<file path="config.mk">
export PLATFORM = sky130hd
export DESIGN_NAME = mult_accumulator
export DESIGN_NICKNAME = d
export VERILOG_FILES = /design/src/rtl/mult_pkg.sv /design/src/rtl/mult_sat_counter.sv /design/src/rtl/mult_accumulator.sv
export SDC_FILE = /design/constraint.sdc
export NUM_CORES = 1
export LEC_CHECK = 0
export CORE_MARGIN = 2
export CORE_UTILIZATION = 52
export DETAILED_ROUTE_END_ITERATION = 8
export PLACE_DENSITY = 0.85
export SLEW_MARGIN = 20
export SYNTH_ARGS = -nofsm -noshare
export SYNTH_HDL_FRONTEND = slang
export SYNTH_SLANG_ARGS = --single-unit
export TNS_END_PERCENT = 10
</file>
<file path="constraint.sdc">
create_clock -name clk -period 3.2 [get_ports clk]
set_clock_uncertainty 0.15 [all_clocks]
set_input_delay 0.64 -clock clk [delete_from_list [all_inputs] [get_ports clk]]
set_output_delay 0.64 -clock clk [all_outputs]
set_load 0.02 [all_outputs]
</file>
<file path="src/rtl/mult_pkg.sv">
// Shared definitions for the multiplier datapath blocks: the accumulator
// width helper and the accumulator state encoding.
package mult_pkg;

  typedef enum logic {ACCUM, HOLD} acc_state_e;

  // Accumulator width wide enough that len full-scale products never wrap.
  function automatic int acc_width(input int width, input int len);
    return 2 * width + $clog2(len);
  endfunction

endpackage

</file>
<file path="src/rtl/mult_sat_counter.sv">
// Saturating up-counter with synchronous clear. It sticks at all-ones and
// never wraps, so a long stall still reads as "very long".
module mult_sat_counter #(
  parameter int WIDTH = 16
) (
  input  logic             clk,
  input  logic             rst,
  input  logic             inc,
  input  logic             clr,
  output logic [WIDTH-1:0] count
);

  logic [WIDTH-1:0] count_reg;

  // Clear wins over increment; increment stops at the all-ones value.
  always_ff @(posedge clk or posedge rst) begin
    if (rst) begin
      count_reg <= '0;
    end else if (clr) begin
      count_reg <= '0;
    end else if (inc && (count_reg != '1)) begin
      count_reg <= count_reg + WIDTH'(1);
    end
  end

  assign count = count_reg;

endmodule

</file>
<file path="src/rtl/mult_accumulator.sv">
// Dot-product accumulator. It sums LEN consecutive unsigned products and
// offers the total on a valid/ready port. While a finished total is waiting,
// the product side is held off unless the total is retired in the same cycle.
// Optional feature macro: MULT_ACC_STALL_CNT_EN adds a saturating stall_cnt
// output that counts enabled cycles where a result waits on acc_ready.
module mult_accumulator
  import mult_pkg::*;
#(
  parameter int WIDTH       = 8,
  parameter int LEN         = 4,
  parameter int CHECK_PARAM = 1,
  localparam int ACC_W      = acc_width(WIDTH, LEN),
  localparam int CNT_W      = (LEN > 1) ? $clog2(LEN) : 1
) (
  input  logic               clk,
  input  logic               rst,
  input  logic               en,
  input  logic               clear,
  input  logic               prod_valid,
  input  logic [2*WIDTH-1:0] prod,
  output logic               prod_ready,
  output logic               acc_valid,
  output logic [ACC_W-1:0]   acc_data,
  input  logic               acc_ready,
  output logic [CNT_W-1:0]   acc_count
`ifdef MULT_ACC_STALL_CNT_EN
  ,
  output logic [15:0]        stall_cnt
`endif
);

  // Reject parameter values that would make the width arithmetic meaningless.
  generate
    if (CHECK_PARAM != 0) begin : g_check
      if (LEN < 1 || WIDTH < 2) begin : g_bad
        $error("mult_accumulator: LEN must be >= 1 and WIDTH >= 2");
      end
    end
  endgenerate

  localparam logic [CNT_W-1:0] LAST_CNT = CNT_W'(LEN - 1);

  acc_state_e       state_reg;
  logic [ACC_W-1:0] acc_reg;
  logic [ACC_W-1:0] data_reg;
  logic [CNT_W-1:0] count_reg;
  logic             valid_reg;
  logic             beat_in;
  logic             beat_out;
  logic [ACC_W-1:0] sum_next;

  // Handshake decode; ready follows acc_ready so HOLD can retire and refill together.
  always_comb begin
    prod_ready = en & ~clear & ((state_reg == ACCUM) | acc_ready);
    beat_in    = prod_valid & prod_ready;
    beat_out   = valid_reg & acc_ready & en;
    sum_next   = acc_reg + ACC_W'(prod);
  end

  // FSM and datapath. In HOLD the partial sum is already zero, so an incoming
  // beat uses the same accumulate path as in ACCUM; that also covers LEN==1,
  // where the retire-and-refill beat immediately lands a new result.
  always_ff @(posedge clk or posedge rst) begin
    if (rst) begin
      state_reg <= ACCUM;
      acc_reg   <= '0;
      data_reg  <= '0;
      count_reg <= '0;
      valid_reg <= 1'b0;
    end else if (clear) begin
      state_reg <= ACCUM;
      acc_reg   <= '0;
      count_reg <= '0;
      valid_reg <= 1'b0;
    end else if (en) begin
      if (beat_out) begin
        valid_reg <= 1'b0;
        state_reg <= ACCUM;
      end
      if (beat_in) begin
        if (count_reg == LAST_CNT) begin
          data_reg  <= sum_next;
          valid_reg <= 1'b1;
          acc_reg   <= '0;
          count_reg <= '0;
          state_reg <= HOLD;
        end else begin
          acc_reg   <= sum_next;
          count_reg <= count_reg + CNT_W'(1);
        end
      end
    end
  end

  assign acc_valid = valid_reg;
  assign acc_data  = data_reg;
  assign acc_count = count_reg;

`ifdef MULT_ACC_STALL_CNT_EN
  mult_sat_counter #(
    .WIDTH (16)
  ) u_stall_cnt (
    .clk   (clk),
    .rst   (rst),
    .inc   (en & valid_reg & ~acc_ready),
    .clr   (clear),
    .count (stall_cnt)
  );
`endif

endmodule

</file>
==> metrics.md <==
| Metric | Value |
|---|---|
| Pleak | 1.422 nW |
| R2r setup slk | slightly above 0.7 ns |
| Placed cell area | between 2000 and 3000 um^2 |
| GRT Residual Overflow | 0 |
| Final worst-path cycle share | 0.8980 |
| Syn avg cell area | roughly 11 um^2 |
| Pre-antenna DRT Iters | 4 |
| Initial DRC Count | between 70 and 80 |
| Fin area | between 2000 and 3000 um^2 |
| Crit path arrival time | ~2.9 ns |
| Top_reg_cell synth | dfrtp_1 |
| Fraction of layout cells with a size suffix above 1 | 0.09025 |
| Max Cap Violations | 0 |
| Most frequent cells in the layout | clkdlybuf4s50_1, dfrtp_1, nand2_1 |
| Relative slew slack | 0.6595 |
| Fin Setup TNS | 0 ns |
| Multi-input gate area | about 1300 um^2 |
| Die height | 72.08 um |
| Routed Antenna Nets | 0 |
| Total GRT Usage | 0.2062 |
| YS warnings | 0 |
| Critical-path top delay cell | clkdlybuf4s50_1 |
| Setup WS pre-CTS | 0.01852 ns |
| Reg2reg path depth | 8 |
| Post-synthesis async set-or-reset flop share | 1.000 |
| Max Buffers Root-to-Sink | 2 |
| DRC viols | 0 |
| Number of port buffers | 43 |
| Crit-path max cell delay | 0.41 ns |
| DP Wirelength | ~3700 um |
| Seq/Total Area, Yosys | 0.4154 |
| Clock Pin Slew Worst Setup and Hold Paths | roughly 0.070 ns |
| Final hold slack | about 0.34 ns |
| Hold Startpoint | acc_data[11]$_DFFE_PP0P_ |
| Final Max Slew Viols | 0 |
| Final Setup Violations | 0 |
| GP Congestion | 0.8860 |
| DP Cell Count | between 300 and 400 |
| Post-synthesis instance total | ~230 |
| WHS Endpoint | acc_data[11]$_DFFE_PP0P_ |
| IO Pins | 44 |
| Chip width | between 70 and 80 um |
| Drt total wl | slightly below 5000 um |
| Cells along the critical path | clkdlybuf4s50_1, ha_1, fa_1, a21oi_1, o21ai_1, a211o_1, a31oi_1, xnor2_1, mux2_2 |
| PD cells | 383.0 nW/um^2 |
| Status | completed |
| Antenna violations before repair | 0 |
| Rows | 24 |
| Hold Vio Cnt, Final | 0 |
| Commonest non-fill, non-tap cell in the layout | clkdlybuf4s50_1 |
| Critical R2R Launch | acc_reg[0]$_DFFE_PP0P_ |
| CTS Hold Bufs | 0 |
| Hold Crit Class | reg -> reg |
| Via count | 1880 |
| Vias in the first global route | ~1900 |
| Area growth, synth to finish | 22.85% |
| Root buffer cell | clkbuf_8 |
| Syn nets | 268 |
| Worst Tran Pin Value | 0.5108 ns |
| Worst EP required | approximately 3.2 ns |
| PnR worst setup slack | 0.3264 ns |
| Die ar. | between 5000 and 6000 um^2 |
| First-pass GRT wire length | around 8400 um |
| Antenna cells | 0 |
| F_max | around 350 MHz |
| Later-pin clock latency in the skew report | roughly 0.3 ns |
| CP endpoint kind | flip-flop |
| CTS sink count | 40 |
| Core box area | about 4400 um^2 |
| Gates resized, CTS repair | 0 |
| CP Class | in -> reg |
| Non-Filler Instances | about 330 |
| Postcts setup bufs | 0 |
| Num CTS Buffers | 5 |
| Filler instances | 360 |
| Minimum clock period | around 2.9 ns |
| Post-synthesis cell area | 2410 um^2 |
| Worst reg2reg endpoint | acc_data[8]$_DFFE_PP0P_ |
| Number of vias per cell | between 5 and 6 |
| Yosys cell types | between 50 and 60 |
| CTS tree | yes |
| Reg area | ~1000 um^2 |
| Number of synthesized register bits | 40 |
| Critical Path Source Type | input pin |
| CP top delay family | compound AO/OA/AOI/OAI gates |
| Starting Density | 0.5459 |
| Worst path buffer plus inverter count | 1 |
| Critical path fanouts, max | 3 |
| RSZ-0062 raised after global routing | no |
| CTS H-Tree Depth | 2 |
| EDFF count, synth | 0 |
| Max VDD drop | ~320 uV |
| Min-Delay Path Depth | 2 |
| Maximum number of pins on one net before global-route repair | slightly above 40 |
| Wire length per cell | 14.80 um |
| Final net count | approximately 320 |
cell usage after synthesis, types with 3 or more instances:
cell | count | share of area
xnor2_1 | 8 | 0.029
nand2_1 | 22 | 0.034
o31ai_1 | 4 | 0.012
a21o_1 | 3 | 0.0093
xor2_1 | 5 | 0.018
ha_1 | 17 | 0.088
and3_1 | 3 | 0.0078
a22o_1 | 13 | 0.047
o21a_1 | 3 | 0.0093
buf_6 | 5 | 0.023
mux2_1 | 10 | 0.047
o21ai_1 | 5 | 0.010
o21ai_0 | 9 | 0.019
a21oi_1 | 9 | 0.019
nor2_1 | 9 | 0.014
a31oi_1 | 3 | 0.0078
nor3_1 | 4 | 0.0083
mux2_2 | 3 | 0.014
nand3_1 | 4 | 0.0083
inv_1 | 7 | 0.011
dfrtp_1 | 40 | 0.42
routing by layer:
layer | vias up | wire [um] | GRT usage
li1 | 945 | - | -
met1 | 896 | 2291 | 0.2644
met2 | 32 | 2306 | 0.3445
met3 | 7 | 190 | 0.04306
met4 | 0 | 82 | 0.07547
met5 | - | 0 | 0
worst min-delay path, cell delays in order (launching register included):
cell and delay, ns:
dfrtp_1 0.34, nand2_1 0.05, o31ai_1 0.06
logic make-up after synthesis:
group,synth area share
XOR/XNOR,0.04725
buffers and inverters,0.04361
AO/OA/AOI/OAI,0.2108
AND/OR/NAND/NOR,0.1173
adder cells (fa/ha/maj),0.09657
flip-flops,0.4154
multiplexers,0.06906
worst max path at each step:
stage | startpoint | endpoint | slack [ns] | cells after the start
floorplan | prod[0] | acc_data[8]$_DFFE_PP0P_ | 0.59 | 8
global placement | prod[0] | acc_data[8]$_DFFE_PP0P_ | 0.06 | 9
detailed placement | prod[0] | acc_data[8]$_DFFE_PP0P_ | 0.02 | 9
CTS | prod[0] | acc_data[8]$_DFFE_PP0P_ | 0.33 | 9
global route | prod[0] | acc_data[8]$_DFFE_PP0P_ | 0.20 | 9
finish | prod[0] | acc_data[8]$_DFFE_PP0P_ | 0.33 | 9
where the power goes:
part | internal, mW | total (mW) | leakage (nW) | switching [mW]
clock network | 0.148 | 0.316 | 0.0410 | 0.168
logic | 0.127 | 0.275 | 0.830 | 0.148
registers | 0.529 | 0.543 | 0.551 | 0.0147
through the flow:
stage	utilization	power (mW)
global placement	0.6531	0.8191
floorplan	-	0.7403
global route	0.6706	1.199
detailed placement	0.6531	0.8269
finish	0.6706	1.134
CTS	0.6706	1.147
layout make-up:
class,count,share of cell area
clock inverter,1,0.001691
tap,52,0.02198
clock buffer,6,0.02451
sequential,40,0.3381
inverter,8,0.01014
multi-input combinational,172,0.4404
timing repair buffer,50,0.1631
No activity file was read; power rests on OpenSTA's default activity.
